`config.mk`:
```
export PLATFORM = sky130hd
export DESIGN_NAME = mem_arbiter
export DESIGN_NICKNAME = d
export VERILOG_FILES = /design/src/rtl/npc_mem_pkg.sv /design/src/rtl/rr_arb2.sv /design/src/rtl/mem_arbiter.sv
export SDC_FILE = /design/constraint.sdc
export NUM_CORES = 1
export LEC_CHECK = 0
export BUFFER_PORTS_ARGS = -buffer_cell sky130_fd_sc_hd__buf_2
export CAP_MARGIN = 20
export CORE_AREA = 2 2 193 195
export CTS_BUF_LIST = sky130_fd_sc_hd__clkbuf_4 sky130_fd_sc_hd__clkbuf_8 sky130_fd_sc_hd__clkbuf_16
export DETAILED_ROUTE_END_ITERATION = 10
export DIE_AREA = 0 0 195 197
export PLACE_DENSITY = 0.52
export SLEW_MARGIN = 20
export SYNTH_ARGS = -nofsm -noshare
export SYNTH_HDL_FRONTEND = slang
export SYNTH_SLANG_ARGS = --single-unit
```
`constraint.sdc`:
```
create_clock -name clk -period 2.1 [get_ports clk]
set_input_delay 0.21 -clock clk [delete_from_list [all_inputs] [get_ports clk]]
set_output_delay 0.21 -clock clk [all_outputs]
set_load 0.03 [all_outputs]
```
`src/rtl/npc_mem_pkg.sv`:
```
// Shared types and constants for the fetch/load-store memory arbiter.
// States, owner encoding and store-length codes used by the arbiter and its bench.
package npc_mem_pkg;

    typedef enum logic [1:0] {
        ST_IDLE = 2'd0,
        ST_REQ  = 2'd1,
        ST_WAIT = 2'd2
    } state_t;

    typedef enum logic {
        OWN_IFU = 1'b0,
        OWN_LSU = 1'b1
    } owner_t;

    localparam logic [3:0] WLEN_B = 4'd1;
    localparam logic [3:0] WLEN_H = 4'd2;
    localparam logic [3:0] WLEN_W = 4'd4;
    localparam logic [3:0] WLEN_D = 4'd8;

endpackage

```
`src/rtl/rr_arb2.sv`:
```
// Two-requester round-robin pick: one-hot grant, favouring the requester
// that was not served last. Bit 0 is IFU, bit 1 is LSU.
module rr_arb2 (
    input  logic [1:0] i_req,
    input  logic       i_last,
    output logic [1:0] o_gnt
);

    // i_last = 1 means LSU was served last, so a tie goes to IFU
    always_comb begin
        o_gnt = 2'b00;
        case (i_req)
            2'b01:   o_gnt = 2'b01;
            2'b10:   o_gnt = 2'b10;
            2'b11:   o_gnt = i_last ? 2'b01 : 2'b10;
            default: o_gnt = 2'b00;
        endcase
    end

endmodule

```
`src/rtl/mem_arbiter.sv`:
```
// Shares one request/response memory port between instruction fetch and
// load/store, one outstanding transaction at a time, round-robin on ties.
module mem_arbiter
    import npc_mem_pkg::*;
#(
    parameter int DW = 64,
    parameter int AW = 64
) (
    input  logic          clk,
    input  logic          rst,
    input  logic          ifu_req_valid,
    output logic          ifu_req_ready,
    input  logic [AW-1:0] ifu_addr,
    output logic          ifu_rsp_valid,
    output logic [31:0]   ifu_rdata,
    input  logic          lsu_req_valid,
    output logic          lsu_req_ready,
    input  logic [AW-1:0] lsu_addr,
    input  logic          lsu_wen,
    input  logic [DW-1:0] lsu_wdata,
    input  logic [3:0]    lsu_wlen,
    output logic          lsu_rsp_valid,
    output logic [DW-1:0] lsu_rdata,
    output logic          mem_req_valid,
    input  logic          mem_req_ready,
    output logic [AW-1:0] mem_addr,
    output logic          mem_ren,
    output logic          mem_wen,
    output logic [DW-1:0] mem_wdata,
    output logic [3:0]    mem_wlen,
    input  logic          mem_rsp_valid,
    input  logic [DW-1:0] mem_rdata
);

    state_t        r_state;
    state_t        w_state_nxt;
    owner_t        r_owner;
    owner_t        r_last;
    logic [AW-1:0] r_addr;
    logic          r_ren;
    logic          r_wen;
    logic [DW-1:0] r_wdata;
    logic [3:0]    r_wlen;
    logic [1:0]    w_req;
    logic [1:0]    w_gnt;
    logic          w_last_lsu;
    logic          w_rsp;

    assign w_req      = {lsu_req_valid, ifu_req_valid};
    assign w_last_lsu = (r_last == OWN_LSU);

    rr_arb2 u_rr_arb2 (
        .i_req  (w_req),
        .i_last (w_last_lsu),
        .o_gnt  (w_gnt)
    );

    // Handshakes are masked during reset so nothing is accepted or answered and then lost
    always_comb begin
        w_state_nxt   = r_state;
        ifu_req_ready = 1'b0;
        lsu_req_ready = 1'b0;
        mem_req_valid = 1'b0;
        w_rsp         = 1'b0;
        case (r_state)
            ST_IDLE: begin
                ifu_req_ready = w_gnt[0] & ~rst;
                lsu_req_ready = w_gnt[1] & ~rst;
                if (|w_gnt) w_state_nxt = ST_REQ;
            end
            ST_REQ: begin
                mem_req_valid = 1'b1;
                if (mem_req_ready) w_state_nxt = ST_WAIT;
            end
            ST_WAIT: begin
                if (mem_rsp_valid) begin
                    w_rsp       = ~rst;
                    w_state_nxt = ST_IDLE;
                end
            end
            default: w_state_nxt = ST_IDLE;
        endcase
    end

    always_ff @(posedge clk) begin
        if (rst) begin
            r_state <= ST_IDLE;
            r_owner <= OWN_IFU;
            r_last  <= OWN_LSU;
        end else begin
            r_state <= w_state_nxt;
            if (ifu_req_ready | lsu_req_ready) begin
                r_owner <= lsu_req_ready ? OWN_LSU : OWN_IFU;
                r_last  <= lsu_req_ready ? OWN_LSU : OWN_IFU;
            end
        end
    end

    always_ff @(posedge clk) begin
        if (rst) begin
            r_addr  <= '0;
            r_ren   <= 1'b0;
            r_wen   <= 1'b0;
            r_wdata <= '0;
            r_wlen  <= '0;
        end else if (ifu_req_ready) begin
            r_addr  <= ifu_addr;
            r_ren   <= 1'b1;
            r_wen   <= 1'b0;
            r_wdata <= '0;
            r_wlen  <= '0;
        end else if (lsu_req_ready) begin
            r_addr  <= lsu_addr;
            r_ren   <= ~lsu_wen;
            r_wen   <= lsu_wen;
            r_wdata <= lsu_wdata;
            r_wlen  <= lsu_wlen;
        end
    end

    assign mem_addr  = r_addr;
    assign mem_wdata = r_wdata;
    assign mem_wlen  = r_wlen;
    assign mem_ren   = mem_req_valid & r_ren;
    assign mem_wen   = mem_req_valid & r_wen;

    assign ifu_rsp_valid = w_rsp & (r_owner == OWN_IFU);
    assign lsu_rsp_valid = w_rsp & (r_owner == OWN_LSU);

    // The fetch word is the half of the 64-bit beat selected by address bit 2
    assign ifu_rdata = ifu_rsp_valid ? (r_addr[2] ? mem_rdata[63:32] : mem_rdata[31:0]) : 32'd0;
    assign lsu_rdata = (lsu_rsp_valid & r_ren) ? mem_rdata : '0;

endmodule
```
==> results of run 1 <==
==> worst max-delay path by stage <==
stage / start / endpoint / depth (start not counted)
after CTS: r_state[0]$_SDFFE_PP0P_ / ifu_rdata[14] / 5
after global routing: r_state[0]$_SDFFE_PP0P_ / ifu_rdata[29] / 5
after global placement: rst / ifu_rdata[10] / 6
final: r_state[0]$_SDFFE_PP0P_ / ifu_rdata[18] / 5
after floorplan: r_state[0]$_SDFFE_PP0P_ / ifu_rdata[10] / 6
after detailed placement: rst / ifu_rdata[13] / 6
==> metrics by stage <==
step	TNS (ns)	worst slack [ns]
global route	-16.85	-0.2825
finish	-9.978	-0.2246
global placement	0	0.1882
detailed placement	0	0.1497
CTS	-10.18	-0.2187
floorplan	-0.8990	-0.03105
==> final cells by class <==
type,count,area (um2),area share [%]
clock buffer,19,440.4,3.726
sequential,138,2766,23.40
timing repair buffer,547,3717,31.45
multi-input combinational,559,4119,34.84
clock inverter,13,168.9,1.429
tap,468,585.6,4.953
antenna,5,12.51,0.1058
inverter,3,11.26,0.09526
==> registers in the layout (all words and copies together), names as in the netlist <==
| name | count |
|---|---|
| r_ren | 1 |
| r_state | 2 |
| r_wen | 1 |
| mem_wlen | 4 |
| mem_wdata | 64 |
| mem_addr | 64 |
| r_owner | 1 |
| r_last | 1 |
==> synthesized netlist by cell type, drive strengths merged <==
library cell / n
nand3: 70
o31ai: 1
nand2: 2
nor3: 2
o311a: 64
a211o: 1
or3: 66
or2: 1
a21oi: 70
dfxtp: 138
inv: 3
o21ai: 70
nor4b: 1
nor2: 38
buf: 28
or3b: 2
nor2b: 2
and2: 67
a31o: 1
clkbuf: 82
or4b: 1
and3b: 1
mux2i: 32
a31oi: 1
a2111oi: 1
o41a: 64
==> critical path: stages, from the launching register on <==
cell and delay (ns):
dfxtp_2 0.32, or3b_4 0.42, or3b_4 0.42, buf_12 0.18, nor2_1 0.15, buf_4 0.17
==> per-layer routing <==
layer	part of all wire (%)	global-route usage, %	vias to the layer above
met5	0.020	0	-
met2	48	27.34	424
li1	-	-	4001
met4	2.3	6.022	2
met3	8.6	5.527	44
met1	41	20.96	4050
==> where the power goes <==
part / total, uW / switching, uW / leakage [uW] / internal [uW]
clock: 3190 / 1280 / 0.000293 / 1910
combinational: 1940 / 1230 / 0.00389 / 717
sequential: 2910 / 98.5 / 0.00113 / 2810
==> logic make-up (layout without fill, tap and decap cells) <==
family                 after synthesis  after routing  synth area share, %
AND/OR/NAND/NOR                    253            254                20.20
AO/OA/AOI/OAI                      273            273                29.65
flip-flops                         138            138                38.88
multiplexers                        32             32                4.508
buffers and inverters              113            582                6.762
other                                0              5                    0
==> timing repair <==
action / 4_1_cts / 5_1_grt
pin swaps: 34 / 27
hold endpoints to repair: 1 / 0
cloned: 5 / 3
gates resized for setup: 222 / 55
buffers inserted: 9 / 3
setup endpoints to repair: 99 / 101
hold buffers: 1 / 0
==> impl_metrics.tcl, run 1 <==
set metrics [dict create \
    final_common_cell "buf_2" \
    first_global_vias 8420 \
    cts_buffers 17 \
    dpl_cell_area_um2 10160 \
    ir_drop_v 0.0009248 \
    start_util_pct 19.60 \
    fin_skew_ns 0.01412 \
    power_uw 8045 \
    syn_to_final_growth_pct 66.37 \
    outcome "finished with violations" \
    grt_pass1_wl_mm 50.29 \
    netlist_area_um2 7106 \
    min_period_over_period_pct 110.7 \
    drt_first_pass_iters 5 \
    setup_viol 74 \
    seq_area_frac_synth_pct 38.88 \
    worstPathArrival_ns 2.11 \
    power_density_nw_per_um2 680.6 \
    startpoint_type "register" \
    path_class "register to output port" \
    avgViaCountPerCell 4.864 \
    p_leak_uw 0.005316 \
    hp-class "input port to register" \
    finish.utilization_pct 32.60 \
    worst_pin_slew_ns 0.7680 \
    gr-total-overflow 0 \
    antenna_found_initial 6 \
    cts_tree "yes" \
    synth_area_leader_cell "dfxtp_1" \
    rows 70 \
    slew_violations 0 \
    ys_warn_count 0 \
    violations "negative setup slack" \
    die_h_um 197 \
    setup_slack_ns -0.2246 \
    r2r_setup_slack_ns 0.08 \
    ys_ff_latch 138 \
    ys_top_cells_by_area "dfxtp_1 (39%), o41a_1 (10%), o311a_1 (9.0%)" \
    grt_max_degree 136 \
    finalCriticalPeriod_ns 2.325 \
    stdcell_count 1752 \
    antenna_left 0 \
    grtUsageTotal_pct 16.88 \
    drive_above_1_share_pct 52.78 \
    ctsHtreeMaxLevel 4 \
    r2r_start "r_state[0]$_SDFFE_PP0P_" \
    min_path_cells 3 \
    fill_cells 3779 \
    clock-root-buffer "clkbuf_16" \
    drt_iter0_drc 377 \
    netlist_instances 809 \
    cp.required_ns 1.89 \
    synth_nets 1076 \
    design_area_um2 11820 \
    die_area_um2 38420 \
    clock_path_buffers 2 \
    vias 8521 \
    clk_latency_ns 0.43 \
    num_io_pins 502 \
    worstSetupEndpointType "output port" \
    gp_congestion 0.8195 \
    drcViolationCount 0 \
    cap_violations 0 \
    mostFrequentLayoutCells "buf_2 (402), dfxtp_1 (135), buf_6 (81)" \
    path_max_fanout 33 \
    nets 1533 \
    dp.cells 1698 \
    min_from "lsu_wdata[27]" \
    rsz0062_at_grt "yes" \
    min_to "mem_wdata[27]$_SDFFE_PP0P_" \
    cts.sinks 138 \
    io_buffers 501 \
    slew_headroom_pct 48.80 \
    clkTransAtPathRegs_ns 0.07 \
    die_width_um 195 \
    wirelength_mm 34.57 \
    fp.coreArea_um2 36260 \
    hold_viol_final 0 \
    hpwl_mm 22.59 \
    fmax_ghz 0.4302 \
    avgSynthCellArea_um2 8.783 \
    worstRegToRegCells 5 \
    synth_cell_types 31 \
    netlist.area_leader.share_pct 38.88 \
    whs_ns 0.02430 \
    reg2reg_to "mem_addr[12]$_SDFFE_PP0P_" \
    wl_per_cell_um 19.73 \
]
No activity file was read; power rests on OpenSTA's default activity.
==> inputs of run 2 (changes only) <==
Settings changed: PLACE_DENSITY 0.52 to 0.51, SYNTH_HIERARCHICAL set to 1.
==> impl_metrics.tcl, run 2 <==
set metrics [dict create \
    outcome "finished, final reports clean" \
    vias 8048 \
    cap_violations 0 \
    cts_buffers 17 \
    pre_cts_slack_ns 0.1909 \
    avgSynthCellArea_um2 7.990 \
    mostFrequentLayoutCells "buf_2 (412), nand2_1 (266), dfxtp_1 (135)" \
    num_io_pins 502 \
    async_flop_share_pct 0 \
    stdcell_count 1876 \
    finalCriticalPeriod_ns 2.052 \
    clock-root-buffer "clkbuf_16" \
    synth_area_leader_cell "dfxtp_1" \
    worstSetupEndpointType "output port" \
    die_area_um2 38420 \
    design_area_um2 11800 \
    netlist_instances 837 \
    fmax_ghz 0.4874 \
    antenna_left 0 \
    final_common_cell "buf_2" \
    hpwl_mm 23.77 \
    cts.sinks 138 \
    cts_tree "yes" \
    dp.cells 1760 \
    rsz0062_at_grt "yes" \
    r2r_start "r_last$_SDFFE_PP1P_" \
    netlist_area_um2 6688 \
    grt_max_degree 79 \
    slew_violations 0 \
    hp-class "input port to register" \
    synth_edf_count 0 \
    seq_area_frac_synth_pct 41.31 \
    p_leak_uw 0.005396 \
    min_period_over_period_pct 97.70 \
    die_h_um 197 \
    fin_skew_ns 0.01067 \
    synth_cell_types 29 \
    start_util_pct 18.44 \
    power_density_nw_per_um2 685.2 \
    ctsHtreeMaxLevel 4 \
    grtUsageTotal_pct 15.92 \
    netlist.area_leader.share_pct 41.31 \
    io_buffers 501 \
    clk_latency_ns 0.43 \
    synth_nets 1104 \
    clock_path_buffers 2 \
    drt_iter0_drc 205 \
    path_max_fanout 32 \
    fp.coreArea_um2 36260 \
    clkTransAtPathRegs_ns 0.07 \
    path_class "register to output port" \
    syn_to_final_growth_pct 76.50 \
    startpoint_type "register" \
    wirelength_mm 32.78 \
    cp.required_ns 1.89 \
    drcViolationCount 0 \
    first_global_vias 8017 \
    drive_above_1_share_pct 47.36 \
    nets 1655 \
    grt_pass1_wl_mm 46.93 \
    drt_first_pass_iters 4 \
    finish.utilization_pct 32.55 \
    hold_viol_final 0 \
    avgViaCountPerCell 4.290 \
    ys_warn_count 6 \
    slew_headroom_pct 50.59 \
    dpl_cell_area_um2 9777 \
    gp_congestion 0.8879 \
    gr-total-overflow 0 \
    power_uw 8088 \
    worst_pin_slew_ns 0.7412 \
    wl_per_cell_um 17.47 \
    rows 70 \
    ir_drop_v 0.0005472 \
    post-synth-top-count-cell "nand2_1" \
    worstPathArrival_ns 1.84 \
    die_width_um 195 \
    ys.flop_type "dfxtp_1" \
    setup_slack_ns 0.04823 \
    setup_viol 0 \
    min_from "lsu_wdata[55]" \
    ys_ff_latch 138 \
    ys_top_cells_by_count "nand2_1 (266), dfxtp_1 (138), nor2_1 (102)" \
    startpoint "r_state[0]$_SDFFE_PP0P_" \
    ys_top_cells_by_area "dfxtp_1 (41%), nand2_1 (15%), a311oi_2 (13%)" \
    antenna_found_initial 18 \
]
run 2: changes by cell type after synthesis, sizes merged, moves of 40 or more:
cell	delta
clkbuf	-40
o41a	-64
a311oi	+64
or3	-66
o21ai	-70
o311a	-64
nor2	+64
nand3	-70
nand2	+264
run 2: final timing paths:
path | slack (ns) | cells past startpoint | to
hold / removal | 0.04 | 3 | mem_wdata[55]$_SDFFE_PP0P_
hold reg to reg | 0.45 | 2 | mem_wdata[63]$_SDFFE_PP0P_
setup / recovery | 0.05 | 5 | lsu_rdata[55]
setup reg to reg | 0.09 | 9 | mem_addr[44]$_SDFFE_PP0P_
run 2: cells by family (layout without fill, tap and decap cells):
logic type | after synthesis | in the layout | share of synthesized area (%)
and+or+nand+nor | 446 | 446 | 28.18
other | 0 | 8 | 0
buffers and inverters | 80 | 643 | 5.837
DFF | 138 | 138 | 41.31
AOI/OAI and AO/OA | 141 | 141 | 19.89
muxes | 32 | 32 | 4.790
run 2: through the flow:
stage,setup TNS (ns),hold slack [ns]
floorplan,0,0.3279
global placement,0,0.4350
detailed placement,0,0.4389
CTS,-0.004364,0.001448
global route,-2.606,0.02049
finish,0,0.03601
run 2: cell type report:
cell class / instances / area, um2
fill: 3839 / 24460
tap: 468 / 585.6
sequential: 138 / 2769
timing repair buffer: 609 / 4168
antenna: 8 / 20.02
clock inverter: 12 / 163.9
multi-input combinational: 619 / 3635
inverter: 3 / 16.27
clock buffer: 19 / 446.7
run 2: report_power, final:
group          leakage, uW  switching, uW  internal (uW)
Clock             0.000286           1300           1920
Sequential         0.00113            113           2810
Combinational      0.00398           1170            777
Total              0.00540           2580           5510
run 2: critical path: stages (launching register included):
cell and delay, ns:
dfxtp_2 0.33, nor3b_4 0.24, and4_4 0.31, clkbuf_16 0.21
and2_1 0.17, buf_6 0.14
run 2: timing repair:
item / CTS / global route
hold endpoints to repair: 64 / 0
pin swaps: 2 / 5
setup endpoints to repair: 99 / 131
buffers inserted: 4 / 4
gates resized for setup: 64 / 155
gates cloned: 1 / 4
hold buffers: 64 / 0
run 2: per-layer routing:
layer / track usage, % / wire length [um] / up-vias / part of all wire [%]
li1: - / - / 3887 / -
met1: 16.93 / 12540 / 3739 / 38
met2: 29.09 / 16830 / 349 / 51
met3: 4.671 / 2158 / 69 / 6.6
met4: 7.209 / 1235 / 4 / 3.8
met5: 0 / 24 / - / 0.073
==> inputs of run 3 (changes only) <==
Settings changed: REMOVE_ABC_BUFFERS set to 1.
==> impl_metrics.tcl, run 3 (same netlist as run 2, synthesis figures left out) <==
set metrics [dict create \
    clkTransAtPathRegs_ns 0.07 \
    vias 8026 \
    p_leak_uw 0.005358 \
    dpl_cell_area_um2 9808 \
    finish.utilization_pct 31.68 \
    p_seq_share_pct 35.6 \
    die_h_um 197 \
    multiInputGateArea_um2 3567 \
    cts_buffers 17 \
    min_from "lsu_wdata[59]" \
    stdcell_count 1859 \
    die_area_um2 38420 \
    min_to "mem_wdata[59]$_SDFFE_PP0P_" \
    worstSetupEndpointType "output port" \
    power_density_nw_per_um2 711.8 \
    ir_drop_v 0.0006181 \
    gr-total-overflow 0 \
    drcViolationCount 0 \
    hold_viol_final 0 \
    cts.sinks 138 \
    die_width_um 195 \
    intPower_uw 5677 \
    mostFrequentLayoutCells "buf_2 (431), nand2_1 (266), dfxtp_1 (134)" \
    start_util_pct 18.44 \
    antenna_left 0 \
    grt_max_degree 77 \
    path_max_fanout 6 \
    worst_path_max_delay_cell "or4b_4" \
    startpoint_type "register" \
    pre_cts_slack_ns 0.2442 \
    swShare_pct 30.57 \
    ctsHtreeMaxLevel 4 \
    worst_pin_slew_ns 0.5207 \
    grt_pass1_wl_mm 46.61 \
    max_stage_delay_ns 0.52 \
    antenna_found_initial 13 \
    gp_congestion 0.8274 \
    fill_cells 3845 \
    min_period_over_period_pct 97.50 \
    combPwrFrac_pct 23.6 \
    cts_tree "yes" \
    rsz0062_at_grt "yes" \
    io_buffers 501 \
    wirelength_mm 32.33 \
    first_global_vias 7988 \
    critical-path-top-delay-family "simple AND/OR/NAND/NOR gates" \
    dp.cells 1756 \
    clock_path_buffers 2 \
    wl_per_cell_um 17.39 \
    min_path_cells 3 \
    setup_viol 0 \
    ff_latch_area_um2 2768 \
    wl_met3_mm 2.140 \
    met1_length_mm 11.95 \
    clock-root-buffer "clkbuf_16" \
    syn_to_final_growth_pct 71.77 \
    drt_first_pass_iters 4 \
    finalCriticalPeriod_ns 2.048 \
    p_sw_uw 2500 \
    drive_above_1_share_pct 46.79 \
    fp.coreArea_um2 36260 \
    hp-class "input port to register" \
    nets 1639 \
    rows 70 \
    design_area_um2 11490 \
    final_common_cell "buf_2" \
    grtUsageTotal_pct 15.97 \
    setup_slack_ns 0.05248 \
    p_clk_share_pct 40.8 \
    r2r_start "r_last$_SDFFE_PP1P_" \
    cap_violations 0 \
    critPathBufInv 4 \
    cp.required_ns 1.89 \
    whs_ns 0.02671 \
    path_class "register to output port" \
    clk_latency_ns 0.44 \
    hpwl_mm 23.57 \
    avgViaCountPerCell 4.317 \
    path_cells "inv_1, a21boi_2, or4b_4, buf_16, inv_2, buf_6" \
    reg2reg_to "mem_addr[1]$_SDFFE_PP0P_" \
    num_io_pins 502 \
    routed.top_layer "met5" \
    r2r_setup_slack_ns 0.10 \
    worstRegToRegCells 8 \
    fmax_ghz 0.4884 \
    worstPathArrival_ns 1.84 \
    fin_skew_ns 0.01237 \
    wl_met2_mm 17.13 \
    slew_violations 0 \
    slew_headroom_pct 65.28 \
    drt_iter0_drc 304 \
    outcome "finished, final reports clean" \
]
[run 3: cell types whose count changed in the layout (fill, tap and decap cells not counted), sizes merged, moves of 2 or more]
cell         previous run  this run
clkinvlp                4         2
clkbuf                 23        26
inv                     5         3
dlygate4sd3            64        50
buf                   540       537
diode                   8         6
[run 3: final cells by class]
type / count / share of cell area, %
antenna: 6 / 0.1307
clock buffer: 22 / 4.139
clock inverter: 10 / 1.449
inverter: 3 / 0.09803
multi-input combinational: 619 / 31.05
sequential: 138 / 24.09
tap: 468 / 5.097
timing repair buffer: 593 / 33.94
[run 3: timing repair]
item | CTS | global route
pin swaps | 1 | 1
gates resized for setup | 21 | 141
gates cloned | 2 | 3
endpoints found under the setup margin | 96 | 73
hold buffers | 50 | 0
hold endpoints to repair | 50 | 0
buffers inserted | 4 | 6
[run 3: how the worst max path moves through the flow]
stage	startpoint	endpoint	slack (ns)	cells past startpoint
finish	r_last$_SDFFE_PP1P_	ifu_req_ready	0.05	6
global route	r_state[0]$_SDFFE_PP0P_	lsu_rdata[18]	-0.03	5
CTS	r_state[0]$_SDFFE_PP0P_	lsu_rdata[3]	0.0004	5
detailed placement	lsu_req_valid	mem_wdata[62]$_SDFFE_PP0P_	0.24	7
global placement	r_last$_SDFFE_PP1P_	mem_addr[27]$_SDFFE_PP0P_	0.30	7
floorplan	r_last$_SDFFE_PP1P_	mem_addr[0]$_SDFFE_PP0P_	-6.36	4
[run 3: power groups by stage]
stage	registers [uW]	logic, uW	clock network [uW]
after floorplan	3330	651	0
after detailed placement	2960	1800	0
final	2910	1930	3330
after global routing	2930	2070	3530
after global placement	2960	1780	0
after CTS	2910	1920	3420
[run 3: worst min-delay path, delay by kind of cell]
| kind | cells | cell delay (ns) |
|---|---|---|
| AOI/OAI and AO/OA | 1 | 0.05 |
| buffers and inverters | 1 | 0.10 |
| and+or+nand+nor | 1 | 0.05 |
[run 3: per-stage QoR]
stage / power, uW / setup TNS (ns)
floorplan: 3978 / -839.71
global placement: 4739 / 0
detailed placement: 4758 / 0
CTS: 8253 / 0
global route: 8534 / -0.6597
finish: 8177 / 0
[run 3: layer usage]
metal / track usage [%] / vias to the layer above
li1: - / 3851
met1: 16.31 / 3772
met2: 29.80 / 346
met3: 4.962 / 53
met4: 7.238 / 4
met5: 0 / -
